<file path="src/rtl/as2650_bus_arbiter.sv">
// Bus arbiter between the as2650 core and one DMA master: round-robin grant,
// SETUP/STROBE/DONE/TURN access sequencing, wait states, ext_rdy watchdog.
module as2650_bus_arbiter #(
    parameter int unsigned ADR_W   = 13,
    parameter int unsigned DATA_W  = 8,
    parameter int unsigned WAIT_W  = 4,
    parameter int unsigned TIMEOUT = 255
) (
    input  logic              clk,
    input  logic              reset,
    input  logic [WAIT_W-1:0] wait_cfg,
    input  logic              cpu_opreq,
    input  logic              cpu_rw,
    input  logic              cpu_m_io,
    input  logic [ADR_W-1:0]  cpu_adr,
    input  logic [DATA_W-1:0] cpu_dout,
    output logic [DATA_W-1:0] cpu_din,
    output logic              cpu_opack,
    input  logic              dma_req,
    input  logic              dma_rw,
    input  logic [ADR_W-1:0]  dma_adr,
    input  logic [DATA_W-1:0] dma_dout,
    output logic [DATA_W-1:0] dma_din,
    output logic              dma_ack,
    output logic              dma_grant,
    output logic [ADR_W-1:0]  ext_adr,
    output logic [DATA_W-1:0] ext_dout,
    output logic              ext_oeb,
    input  logic [DATA_W-1:0] ext_din,
    output logic              ext_cs_mem,
    output logic              ext_cs_io,
    output logic              ext_oe,
    output logic              ext_we,
    input  logic              ext_rdy,
    output logic              bus_err
);

    localparam int unsigned WD_W = $clog2(TIMEOUT + 1);

    typedef enum logic [2:0] {
        S_IDLE   = 3'd0,
        S_SETUP  = 3'd1,
        S_STROBE = 3'd2,
        S_DONE   = 3'd3,
        S_TURN   = 3'd4
    } state_t;

    state_t state_q, state_d;

    logic              own_dma_q, own_dma_d;
    logic              rw_q, rw_d;
    logic              mem_q, mem_d;
    logic              last_dma_q, last_dma_d;
    logic [WAIT_W-1:0] wcnt_q, wcnt_d;
    logic [WD_W-1:0]   wd_q, wd_d;
    logic [ADR_W-1:0]  ext_adr_q, ext_adr_d;
    logic [DATA_W-1:0] ext_dout_q, ext_dout_d;
    logic [DATA_W-1:0] cpu_din_q, cpu_din_d;
    logic [DATA_W-1:0] dma_din_q, dma_din_d;
    logic              cs_mem_q, cs_mem_d;
    logic              cs_io_q, cs_io_d;
    logic              oe_q, oe_d;
    logic              we_q, we_d;
    logic              oeb_q, oeb_d;
    logic              cpu_opack_q, cpu_opack_d;
    logic              dma_ack_q, dma_ack_d;
    logic              dma_grant_q, dma_grant_d;
    logic              bus_err_q, bus_err_d;

    logic              win_dma_c;
    logic              timeout_c;
    logic              active_c;
    logic [DATA_W-1:0] rd_cap_c;

    // DMA wins if alone, or if both request and the CPU was served last
    assign win_dma_c = dma_req && (!cpu_opreq || !last_dma_q);

    always_ff @(posedge clk or posedge reset) begin
        if (reset) state_q <= S_IDLE;
        else       state_q <= state_d;
    end

    always_comb begin
        state_d   = state_q;
        timeout_c = 1'b0;
        case (state_q)
            S_IDLE:   if (cpu_opreq || dma_req) state_d = S_SETUP;
            S_SETUP:  state_d = S_STROBE;
            S_STROBE: begin
                if (wcnt_q == '0 && ext_rdy) begin
                    state_d = S_DONE;
                end else if (wd_q == WD_W'(TIMEOUT - 1)) begin
                    state_d   = S_DONE;
                    timeout_c = 1'b1;
                end
            end
            S_DONE:   state_d = S_TURN;
            S_TURN:   state_d = S_IDLE;
            default:  state_d = S_IDLE;
        endcase
    end

    always_comb begin
        own_dma_d  = own_dma_q;
        rw_d       = rw_q;
        mem_d      = mem_q;
        last_dma_d = last_dma_q;
        wcnt_d     = wcnt_q;
        wd_d       = wd_q;
        ext_adr_d  = ext_adr_q;
        ext_dout_d = ext_dout_q;
        cpu_din_d  = cpu_din_q;
        dma_din_d  = dma_din_q;
        rd_cap_c   = timeout_c ? '1 : ext_din;

        // Latch the winner's request so later input changes cannot disturb it
        if (state_q == S_IDLE && state_d == S_SETUP) begin
            own_dma_d = win_dma_c;
            wcnt_d    = wait_cfg;
            if (win_dma_c) begin
                rw_d       = dma_rw;
                mem_d      = 1'b1;
                ext_adr_d  = dma_adr;
                ext_dout_d = dma_dout;
            end else begin
                rw_d       = cpu_rw;
                mem_d      = cpu_m_io;
                ext_adr_d  = cpu_adr;
                ext_dout_d = cpu_dout;
            end
        end

        if (state_q == S_SETUP) wd_d = '0;

        if (state_q == S_STROBE) begin
            wd_d = wd_q + WD_W'(1);
            if (wcnt_q != '0) wcnt_d = wcnt_q - WAIT_W'(1);
        end

        if (state_q == S_STROBE && state_d == S_DONE && !rw_q) begin
            if (own_dma_q) dma_din_d = rd_cap_c;
            else           cpu_din_d = rd_cap_c;
        end

        if (state_q == S_DONE) last_dma_d = own_dma_q;

        active_c    = (state_d == S_SETUP) || (state_d == S_STROBE);
        cs_mem_d    = active_c && mem_d;
        cs_io_d     = active_c && !mem_d;
        oe_d        = (state_d == S_STROBE) && !rw_d;
        we_d        = (state_d == S_STROBE) && rw_d;
        // Writes keep driving through DONE for hold time
        oeb_d       = !(rw_d && (active_c || state_d == S_DONE));
        cpu_opack_d = (state_d == S_DONE) && !own_dma_d;
        dma_ack_d   = (state_d == S_DONE) && own_dma_d;
        dma_grant_d = own_dma_d && (active_c || state_d == S_DONE);
        bus_err_d   = timeout_c;
    end

    always_ff @(posedge clk or posedge reset) begin
        if (reset) begin
            own_dma_q   <= 1'b0;
            rw_q        <= 1'b0;
            mem_q       <= 1'b0;
            last_dma_q  <= 1'b1;
            wcnt_q      <= '0;
            wd_q        <= '0;
            ext_adr_q   <= '0;
            ext_dout_q  <= '0;
            cpu_din_q   <= '0;
            dma_din_q   <= '0;
            cs_mem_q    <= 1'b0;
            cs_io_q     <= 1'b0;
            oe_q        <= 1'b0;
            we_q        <= 1'b0;
            oeb_q       <= 1'b1;
            cpu_opack_q <= 1'b0;
            dma_ack_q   <= 1'b0;
            dma_grant_q <= 1'b0;
            bus_err_q   <= 1'b0;
        end else begin
            own_dma_q   <= own_dma_d;
            rw_q        <= rw_d;
            mem_q       <= mem_d;
            last_dma_q  <= last_dma_d;
            wcnt_q      <= wcnt_d;
            wd_q        <= wd_d;
            ext_adr_q   <= ext_adr_d;
            ext_dout_q  <= ext_dout_d;
            cpu_din_q   <= cpu_din_d;
            dma_din_q   <= dma_din_d;
            cs_mem_q    <= cs_mem_d;
            cs_io_q     <= cs_io_d;
            oe_q        <= oe_d;
            we_q        <= we_d;
            oeb_q       <= oeb_d;
            cpu_opack_q <= cpu_opack_d;
            dma_ack_q   <= dma_ack_d;
            dma_grant_q <= dma_grant_d;
            bus_err_q   <= bus_err_d;
        end
    end

    assign cpu_din    = cpu_din_q;
    assign cpu_opack  = cpu_opack_q;
    assign dma_din    = dma_din_q;
    assign dma_ack    = dma_ack_q;
    assign dma_grant  = dma_grant_q;
    assign ext_adr    = ext_adr_q;
    assign ext_dout   = ext_dout_q;
    assign ext_oeb    = oeb_q;
    assign ext_cs_mem = cs_mem_q;
    assign ext_cs_io  = cs_io_q;
    assign ext_oe     = oe_q;
    assign ext_we     = we_q;
    assign bus_err    = bus_err_q;

endmodule

</file>
<file path="config.mk">
export PLATFORM = sky130hd
export DESIGN_NAME = as2650_bus_arbiter
export DESIGN_NICKNAME = d
export VERILOG_FILES = /design/src/rtl/as2650_bus_arbiter.sv
export SDC_FILE = /design/constraint.sdc
export NUM_CORES = 1
export LEC_CHECK = 0
export CAP_MARGIN = 20
export CORE_ASPECT_RATIO = 1.25
export CORE_MARGIN = 5
export CORE_UTILIZATION = 49
export CTS_BUF_LIST = sky130_fd_sc_hd__clkbuf_4 sky130_fd_sc_hd__clkbuf_8
export DETAILED_ROUTE_END_ITERATION = 10
export GPL_TIMING_DRIVEN = 0
export PLACE_DENSITY_LB_ADDON = 0.3
export SLEW_MARGIN = 20
export SYNTH_ARGS = -nofsm -noshare
export SYNTH_HDL_FRONTEND = slang
export SYNTH_SLANG_ARGS = --single-unit
</file>
<file path="constraint.sdc">
create_clock -name clk -period 3.7 [get_ports clk]
set_clock_uncertainty 0.1 [all_clocks]
set_input_delay 0.37 -clock clk [delete_from_list [all_inputs] [get_ports clk]]
set_output_delay 0.37 -clock clk [all_outputs]
set_load 0.1 [all_outputs]
</file>
==> qor.csv, run 1 <==
stage;metric;value;unit
layout;# fillers;397;
cts;postcts setup bufs;0;
placed_design;post-place instance area;4020;um2
global_routing;GRT overflow;0;
placed_design;Placed Instances;415;
worst_setup_path;crit start category;flop;
die;io pins;108;
global_routing;vias in the first global route;2494;
worst_setup_path;critical path, cell by cell;clkdlybuf4s50_1;
power_and_ir_drop;Max VDD drop;0.000868;V
worst_setup_path;Worst Path Buf+Inv;1;
die;Die W;78.0;um
global_routing;Overall Global Routing Usage;19.8;%
synthesis;Post-synth EDFFs;0;
placed_design;GP Congestion;0.839;
die;FP Rows;31;
cts;htree depth;3;
route;via/cell ratio;5.49;
power_and_ir_drop;total power per unit cell area;1010;nW/um2
synthesis;Area contributors post-synth;dfrtp_1 (56%), mux2i_1 (8.5%), o22a_1 (4.9%), o21ai_1 (4.6%), nand2_1 (4.0%);
layout;Design Area, Final;4250;um2
synthesis;Post-Syn Nets;307;
route;Iter 0 DRT Violations;116;
route;DR WL/cell;16.5;um
timing;Slew Limit Fails;0;
route;Routed Antenna Nets;0;
timing;relative slew slack;32.4;%
layout;Inserted Diodes;0;
worst_setup_path;CP startpoint;ext_oeb$_DFF_PP1_;
power_and_ir_drop;Design Power;4.30;mW
global_routing;global route hottest layer;met2;
layout;Area growth syn-to-layout;50.0;%
layout;Finished Layout Cells;430;
synthesis;Syn Inst Count;241;
worst_setup_path;Worst path max stage delay;1130;ps
die;Die ar.;7410;um2
placed_design;input/output buffers;107;
global_routing;first-pass GRT wire length;11.7;mm
layout;Layout Nets;426;
synthesis;Synth cell types;42;
job;Max-Cap Viols;0;
layout;register area;1630;um2
synthesis;dominant synthesized flop cell;dfrtp_1;
worst_setup_path;delay-heaviest family, CP;buffers and inverters;
global_routing;initial antenna violation count;0;
route;Routed WL;7.11;mm
layout;Core Util, Final;74.5;%
die;die height;95.0;um
timing;RSZ-0062 raised after global routing;no;
cts;Clock Sinks;65;
timing;actual slew at the worst max-slew pin;1010;ps
cts;TritonCTS Buffers;9;
worst_setup_path;critical path class;flop to primary output;
placed_design;pre-CTS WS;1140;ps
global_routing;Global Route met2 Usage;34.1;%
timing;final hold viol count;0;
cts;clock root cell;clkbuf_8;
global_routing;largest net degree at the start of global routing;57;
worst_setup_path;Req. time, crit path;3230;ps
cts;Clock Tree Buf Depth;2;
die;Initial Util;49.7;%
timing;hold slack;192;ps
hold_path;min-delay worst type;input pin to asynchronous set/reset pin;
power_and_ir_drop;Leak;1.87;nW
synthesis;Syn Area/Cell;11.8;um2
cts;Reg clk slew, reported paths;70;ps
synthesis;Synth warnings;0;
cts;clk_lat worst skew;330;ps
timing;smallest setup slack after layout;1230;ps
cts;CTS Hold Bufs;0;
timing;fmax;404;MHz
cts;CTS tree;built;
worst_setup_path;FF-to-FF Start;wcnt_q[0]$_DFF_PP0_;
timing;Final Cycle Share;66.8;%
synthesis;largest area contributor in the netlist;dfrtp_1;
synthesis;Synth top area share;55.6;%
synthesis;post-synthesis register bit count;65;
die;Core Region;5700;um2
worst_setup_path;crit-path max FO;1;
global_routing;GRT met3 Usage;4.25;%
worst_setup_path;Critical Path Sink Type;primary output;
layout;footprint of the multi-input gates;1120;um2
placed_design;DP Wirelength;5.33;mm
synthesis;Seq/Total Area, Yosys;57.5;%
global_routing;met1 Track Usage GR;24.3;%
synthesis;FFs w/ async S/R, synth;100;%
route;drc violations;0;
timing;min cycle time layout;2470;ps
worst_setup_path;Worst EP arrival;2000;ps
layout;share of cells above drive strength 1;9.89;%
route;Via Count;2359;
outcome;outcome;complete, no violations;
worst_setup_path;slowest CP cell;clkdlybuf4s50_1;
timing;Post-Route Setup TNS;0;ps
cts;cts repair resizes;0;
synthesis;Post-Syn Area;2830;um2
route;Pre-antenna DRT Iters;4;
timing;setup violators final;0;
-- path summary, 6_finish.rpt --
path	to	slack, ps	cells past startpoint
setup / recovery	ext_oeb	1230	1
hold / removal	ext_adr[0]$_DFFE_PP0N_	190	2
setup reg to reg	dma_din[2]$_DFFE_PP0P_	1620	6
hold reg to reg	ext_dout[4]$_DFFE_PP0N_	390	2
max in group asynchronous	ext_oeb$_DFF_PP1_	2770	3
min in group clk	ext_dout[4]$_DFFE_PP0N_	390	2
-- sequential cells by signal, summed over array words and instances, names as in the netlist --
name        cells
dma_din         8
wcnt_q          4
mem_q           1
state_q         3
ext_oeb         1
ext_oe          1
bus_err         1
rw_q            1
dma_grant       1
ext_adr        13
dma_ack         1
own_dma_q       1
cpu_din         8
ext_cs_mem      1
last_dma_q      1
cpu_opack       1
wd_q            8
ext_we          1
ext_cs_io       1
ext_dout        8
-- cell usage after synthesis, types with 3 or more instances --
cell,instances
o21ai_0,4
nor3b_1,3
mux2_2,4
dfrtp_1,63
nor2_1,7
nand4_1,4
clkbuf_1,3
nor3_1,3
mux2i_1,24
ha_1,4
o22a_1,16
inv_1,6
nand2_1,30
buf_2,5
o21ai_1,26
nand3_1,7
-- layout make-up --
cell class | instances | area share [%]
Tap cell | 66 | 1.94
Clock inverter | 2 | 1.41
Timing Repair Buffer | 108 | 25.8
Clock buffer | 13 | 4.06
Inverter | 6 | 0.589
Buffer | 10 | 1.38
Sequential cell | 65 | 38.3
Multi-Input combinational cell | 160 | 26.4
-- power breakdown --
part           internal [mW]  switching (mW)  total, mW  leakage [nW]
Clock                  0.439           0.250      0.689         0.119
Sequential             0.968           0.155       1.12         0.833
Combinational          0.670            1.81       2.48         0.918
-- metal layers --
metal / vias to the layer above / wire [um]
met4: 0 / 143
li1: 1112 / -
met1: 1162 / 2790
met5: - / 0
met2: 72 / 3830
met3: 13 / 350
-- cells in the final DEF, fill, tap and decap left out, drive strengths merged, types with 4 or more instances in the layout --
cell           count
mux2i             24
mux2               6
nand2             30
clkbuf            16
nand4              4
o21ai             30
nand3              7
dfrtp             63
nor3               4
o22a              16
nor2               7
inv                6
ha                 4
nor3b              4
clkdlybuf4s50    107
buf                8
-- kinds of logic after synthesis --
logic type | Yosys count | synth area share [%]
muxes | 30 | 10.9
buffers and inverters | 16 | 2.87
DFF | 65 | 57.5
adders and majority gates | 4 | 1.77
AOI/OAI and AO/OA | 58 | 13.9
and+or+nand+nor | 68 | 13.1
Note: power is estimated with default switching activity, not from simulation.
==> run 2, diff against run 1 <==
- CORE_UTILIZATION: 49 -> 41
- clock period: 3.7 -> 2 ns (I/O delays scaled with it)
==> run 2 against run 1 <==
Utilization fell by 12 points. Total power rose by 76%. Final area rose by 0.18%. Cell count rose by 6.5%. Die area rose by 17%. Non-clock buffer count rose by 4. Combinational power rose by 78%. Via count fell by 2.5%. Global-route usage fell by 3.7 points. Sequential share of layout area fell by 0.068 points. Setup slack got worse by 1200 ps. Critical endpoint unchanged. Largest cell class unchanged.
==> qor.csv, run 2 (synthesis results as in run 1) <==
stage;metric;value;unit
timing;fmax;515;MHz
worst_setup_path;FF-to-FF Start;state_q[2]$_DFF_PP0_;
cts;CTS tree;built;
cts;clk_lat worst skew;330;ps
worst_setup_path;Critical R2R Capture;wcnt_q[2]$_DFF_PP0_;
worst_setup_path;Worst EP arrival;1640;ps
cts;CTS Hold Bufs;0;
worst_setup_path;crit-path max FO;1;
layout;commonest non-fill, non-tap cell in the layout;dfrtp_1;
die;Initial Util;41.4;%
route;Pre-antenna DRT Iters;4;
die;FP Rows;34;
timing;final hold viol count;0;
die;die height;103;um
worst_setup_path;Worst Path Buf+Inv;1;
timing;smallest setup slack after layout;57.4;ps
cts;Reg clk slew, reported paths;70;ps
layout;Largest register FFs;13;
worst_setup_path;critical path class;flop to primary output;
timing;setup violators final;0;
worst_setup_path;slowest CP cell;clkdlybuf4s15_1;
worst_setup_path;Worst path max stage delay;810;ps
global_routing;initial antenna violation count;0;
global_routing;GRT overflow;0;
route;via/cell ratio;5.02;
global_routing;vias in the first global route;2237;
route;Via Count;2301;
die;Die W;84.4;um
timing;Slew Limit Fails;0;
worst_setup_path;delay-heaviest family, CP;buffers and inverters;
layout;most frequent cells in the layout;dfrtp_1 (63), clkdlybuf4s50_1 (61), dlygate4sd2_1 (45);
layout;Area growth syn-to-layout;50.2;%
timing;RSZ-0062 raised after global routing;yes;
placed_design;input/output buffers;107;
job;Max-Cap Viols;0;
die;Die ar.;8680;um2
global_routing;first-pass GRT wire length;10.9;mm
route;drc violations;0;
route;DR WL/cell;15.2;um
cts;Clock Sinks;65;
worst_setup_path;Critical Path Sink Type;primary output;
worst_setup_path;Req. time, crit path;1700;ps
worst_setup_path;r2r worst-path depth;5;
timing;relative slew slack;34.1;%
timing;hold slack;106;ps
worst_setup_path;crit start category;flop;
timing;Final Cycle Share;97.1;%
layout;Inserted Diodes;0;
power_and_ir_drop;Max VDD drop;0.00122;V
cts;TritonCTS Buffers;9;
timing;actual slew at the worst max-slew pin;992;ps
global_routing;Overall Global Routing Usage;16.1;%
power_and_ir_drop;total power per unit cell area;1780;nW/um2
outcome;outcome;complete, no violations;
cts;Clock Tree Buf Depth;2;
worst_setup_path;critical path, cell by cell;clkdlybuf4s15_1;
placed_design;GP Congestion;0.793;
layout;Layout Nets;430;
die;io pins;108;
worst_setup_path;R2R setup slack;90;ps
placed_design;DP Wirelength;5.23;mm
route;Routed Antenna Nets;0;
cts;htree depth;3;
cts;clock root cell;clkbuf_8;
placed_design;pre-CTS WS;-369;ps
timing;min cycle time layout;1940;ps
route;Routed WL;6.94;mm
layout;share of cells above drive strength 1;12.2;%
die;Core Region;6850;um2
route;Iter 0 DRT Violations;68;
global_routing;largest net degree at the start of global routing;39;
hold_path;min-delay worst type;input pin to asynchronous set/reset pin;
power_and_ir_drop;Leak;2.04;nW
run 2: worst max path at each step:
stage | slack (ps) | from | cells past startpoint | end
after global routing | -5 | wcnt_q[0]$_DFF_PP0_ | 6 | ext_oe$_DFF_PP0_
after global placement | -1020 | reset | 2 | wcnt_q[3]$_DFF_PP0_
final | 60 | ext_oeb$_DFF_PP1_ | 1 | ext_oeb
after floorplan | 80 | reset | 1 | bus_err$_DFF_PP0_
after detailed placement | -370 | dma_req | 5 | ext_we$_DFF_PP0_
after CTS | 9 | ext_oeb$_DFF_PP1_ | 1 | ext_oeb
run 2: area by class of cell:
type | count | area [um2]
Timing Repair Buffer | 112 | 1060
Clock buffer | 12 | 159
Inverter | 6 | 25.0
Buffer | 10 | 61.3
Fill cell | 576 | 2590
Multi-Input combinational cell | 160 | 1170
Sequential cell | 65 | 1630
Tap cell | 90 | 113
Clock inverter | 3 | 40.0
run 2: metal layers:
metal	GRT usage (%)	vias to the layer above	wire length [um]	part of all wire, %
met1	19.2	1101	2840	41
li1	-	1125	-	-
met5	0	-	0	0
met4	6.94	0	153	2.2
met3	4.96	12	378	5.4
met2	27.0	63	3560	51
run 2: stage by stage:
stage          total power, mW  instances  instance area, um2  util, %  setup TNS (ps)
2_1_floorplan             5.53        241                2830        -               0
3_3_place_gp              6.62        438                4020     58.7          -70370
3_5_place_dp              6.69        439                4040     59.0           -5900
4_1_cts                   7.60        454                4210     61.4               0
5_1_grt                   7.97        458                4260     62.2           -5.40
6_report                  7.58        458                4260     62.2               0
run 2: repair_timing:
action,CTS,global route
hold endpoints to repair,0,0
resized for setup,50,7
setup endpoints to repair,64,14
pin swaps,0,3
setup buffers,0,4
run 2: report_power, final:
part	internal, mW	leakage (nW)	switching [mW]
registers	1.79	0.833	0.269
logic	1.06	1.10	3.36
clock network	0.647	0.106	0.459
==> run 3, diff against run 2 <==
--- a/config.mk
+++ b/config.mk
@@ -14,4 +14,5 @@
 export GPL_TIMING_DRIVEN = 0
 export PLACE_DENSITY_LB_ADDON = 0.3
+export REMOVE_ABC_BUFFERS = 1
 export SLEW_MARGIN = 20
 export SYNTH_ARGS = -nofsm -noshare
==> constraint.sdc (replaced) <==
create_clock -name clk -period 2 [get_ports clk]
set_clock_uncertainty 0.1 [all_clocks]
set_input_delay 0.5 -clock clk [delete_from_list [all_inputs] [get_ports clk]]
set_output_delay 0.5 -clock clk [all_outputs]
set_load 0.1 [all_outputs]
==> run 3 against run 2 <==
Setup slack improved by 3.6 ps. Highest routed layer unchanged. Critical path depth rose by 3. Sequential power rose by 3%. Wire length fell by 4.0%. Combinational power rose by 2%. Via count fell by 1.2%. Die area did not move. Clock power rose by 20%. Sequential share of layout area fell by 1.7 points. Count of clock-buffer cells in the layout fell by 1. Register-to-register slack got worse by 30 ps.
==> qor.csv, run 3 (synthesis results as in run 1) <==
stage;metric;value;unit
die;Die ar.;8680;um2
timing;hold slack;385;ps
timing;final hold viol count;0;
placed_design;pre-CTS WS;-753;ps
layout;Area growth syn-to-layout;57.2;%
cts;Clock Tree Buf Depth;2;
route;Pre-antenna DRT Iters;4;
global_routing;GRT overflow;0;
cts;CTS tree;built;
worst_setup_path;Critical Path Sink Type;flop;
timing;min cycle time layout;1940;ps
power_and_ir_drop;Sw Pwr;4.10;mW
worst_setup_path;Worst EP arrival;2050;ps
layout;Core Util, Final;65.0;%
cts;clk_lat worst skew;330;ps
placed_design;GP Congestion;0.703;
worst_setup_path;slowest CP cell;dfrtp_1;
job;Max-Cap Viols;0;
die;Initial Util;41.4;%
timing;Final Cycle Share;96.9;%
global_routing;initial antenna violation count;0;
layout;share of cells above drive strength 1;25.0;%
timing;Slew Limit Fails;0;
global_routing;largest net degree at the start of global routing;47;
hold_path;hold depth;2;
outcome;outcome;complete, no violations;
global_routing;first-pass GRT wire length;10.6;mm
global_routing;vias in the first global route;2290;
timing;setup violators final;0;
worst_setup_path;crit-path max FO;8;
power_and_ir_drop;Max VDD drop;0.00110;V
power_and_ir_drop;Leak;1.96;nW
route;Routed WL;6.67;mm
worst_setup_path;crit start category;flop;
cts;htree depth;3;
cts;CTS Hold Bufs;0;
power_and_ir_drop;total power per unit cell area;1790;nW/um2
route;Via Count;2273;
cts;Clock Sinks;65;
layout;Layout Nets;425;
cts;Reg clk slew, reported paths;60;ps
layout;Largest register FFs;13;
layout;Inserted Diodes;0;
cts;clock root cell;clkbuf_8;
timing;actual slew at the worst max-slew pin;565;ps
timing;fmax;516;MHz
worst_setup_path;Worst path max stage delay;490;ps
placed_design;DP Wirelength;4.92;mm
timing;smallest setup slack after layout;61.0;ps
layout;# fillers;561;
power_and_ir_drop;Net Sw Frac;51.4;%
power_and_ir_drop;Combinational Power Share;56.5;%
timing;relative slew slack;62.5;%
die;Die W;84.4;um
route;drc violations;0;
worst_setup_path;Req. time, crit path;2110;ps
power_and_ir_drop;proportion of power drawn by the clock network;16.7;%
die;io pins;108;
layout;most frequent cells in the layout;dfrtp_1 (62), clkdlybuf4s50_1 (59), clkdlybuf4s15_2 (45);
worst_setup_path;critical path class;flop to flop;
route;DR WL/cell;14.7;um
route;via/cell ratio;5.01;
worst_setup_path;r2r worst-path depth;4;
die;Core Region;6850;um2
worst_setup_path;critical path, cell by cell;or3b_4, a21o_4, mux2_1, o221a_1;
route;Routed Antenna Nets;0;
power_and_ir_drop;share of power burned in registers;26.8;%
route;Iter 0 DRT Violations;84;
die;die height;103;um
cts;TritonCTS Buffers;9;
die;FP Rows;34;
placed_design;input/output buffers;107;
hold_path;min-delay worst type;flop to flop;
global_routing;Overall Global Routing Usage;15.4;%
layout;commonest non-fill, non-tap cell in the layout;dfrtp_1;
power_and_ir_drop;Internal;3.87;mW
==> run 3: metrics by stage <==
stage               std cells  power (mW)  area (um2)  setup TNS [ps]
global placement          428        6.52        3960         -154150
CTS                       452        8.00        4400               0
finish                    454        7.96        4450               0
detailed placement        431        6.66        4040          -26480
floorplan                 231        5.46        2780          -39060
global route              454        8.36        4450           -34.9
==> run 3: timing repair <==
action	in CTS	in global routing
resized for setup	147	5
pin swaps	1	3
endpoints found under the setup margin	105	25
setup buffers	5	2
gates cloned	0	0
==> run 3: metal layers <==
metal / up-vias / GRT usage (%) / share of wire [%]
met2: 77 / 26.4 / 50
li1: 1112 / - / -
met4: 0 / 7.31 / 1.8
met1: 1075 / 17.6 / 39
met5: - / 0 / 0
met3: 9 / 5.28 / 9.1
==> run 3: path summary, 6_finish.rpt <==
kind                                         from                endpoint  slack [ps]
setup / recovery             state_q[2]$_DFF_PP0_     wcnt_q[2]$_DFF_PP0_          60
hold / removal             ext_adr[2]$_DFFE_PP0N_  ext_adr[2]$_DFFE_PP0N_         380
setup reg to reg             state_q[2]$_DFF_PP0_     wcnt_q[2]$_DFF_PP0_          60
hold reg to reg            ext_adr[2]$_DFFE_PP0N_  ext_adr[2]$_DFFE_PP0N_         380
max in group asynchronous                   reset       ext_oeb$_DFF_PP1_         840
min in group asynchronous                   reset  ext_adr[5]$_DFFE_PP0N_         390
==> run 3: area by class of cell <==
type / instances / area [um2] / area share (%)
inverter: 6 / 25.0 / 0.562
sequential: 65 / 1630 / 36.6
tap: 90 / 113 / 2.53
clock inverter: 5 / 104 / 2.33
timing repair buffer: 117 / 1260 / 28.2
multi-input combinational: 160 / 1190 / 26.7
clock buffer: 11 / 139 / 3.12
==> run 3: worst max-delay path: cells and delay by family, from the launching register on <==
family / cells / cell delay (ps)
compound gates: 2 / 440
flops: 1 / 490
mux: 1 / 320
simple gates: 1 / 470
==> run 3: power by group through the flow <==
| stage | Combinational, mW | Sequential [mW] | Clock (mW) |
|---|---|---|---|
| global route | 4.75 | 2.19 | 1.42 |
| global placement | 4.42 | 2.10 | 0 |
| finish | 4.50 | 2.13 | 1.33 |
| floorplan | 1.08 | 4.39 | 0 |
| CTS | 4.52 | 2.12 | 1.36 |
| detailed placement | 4.53 | 2.13 | 0 |
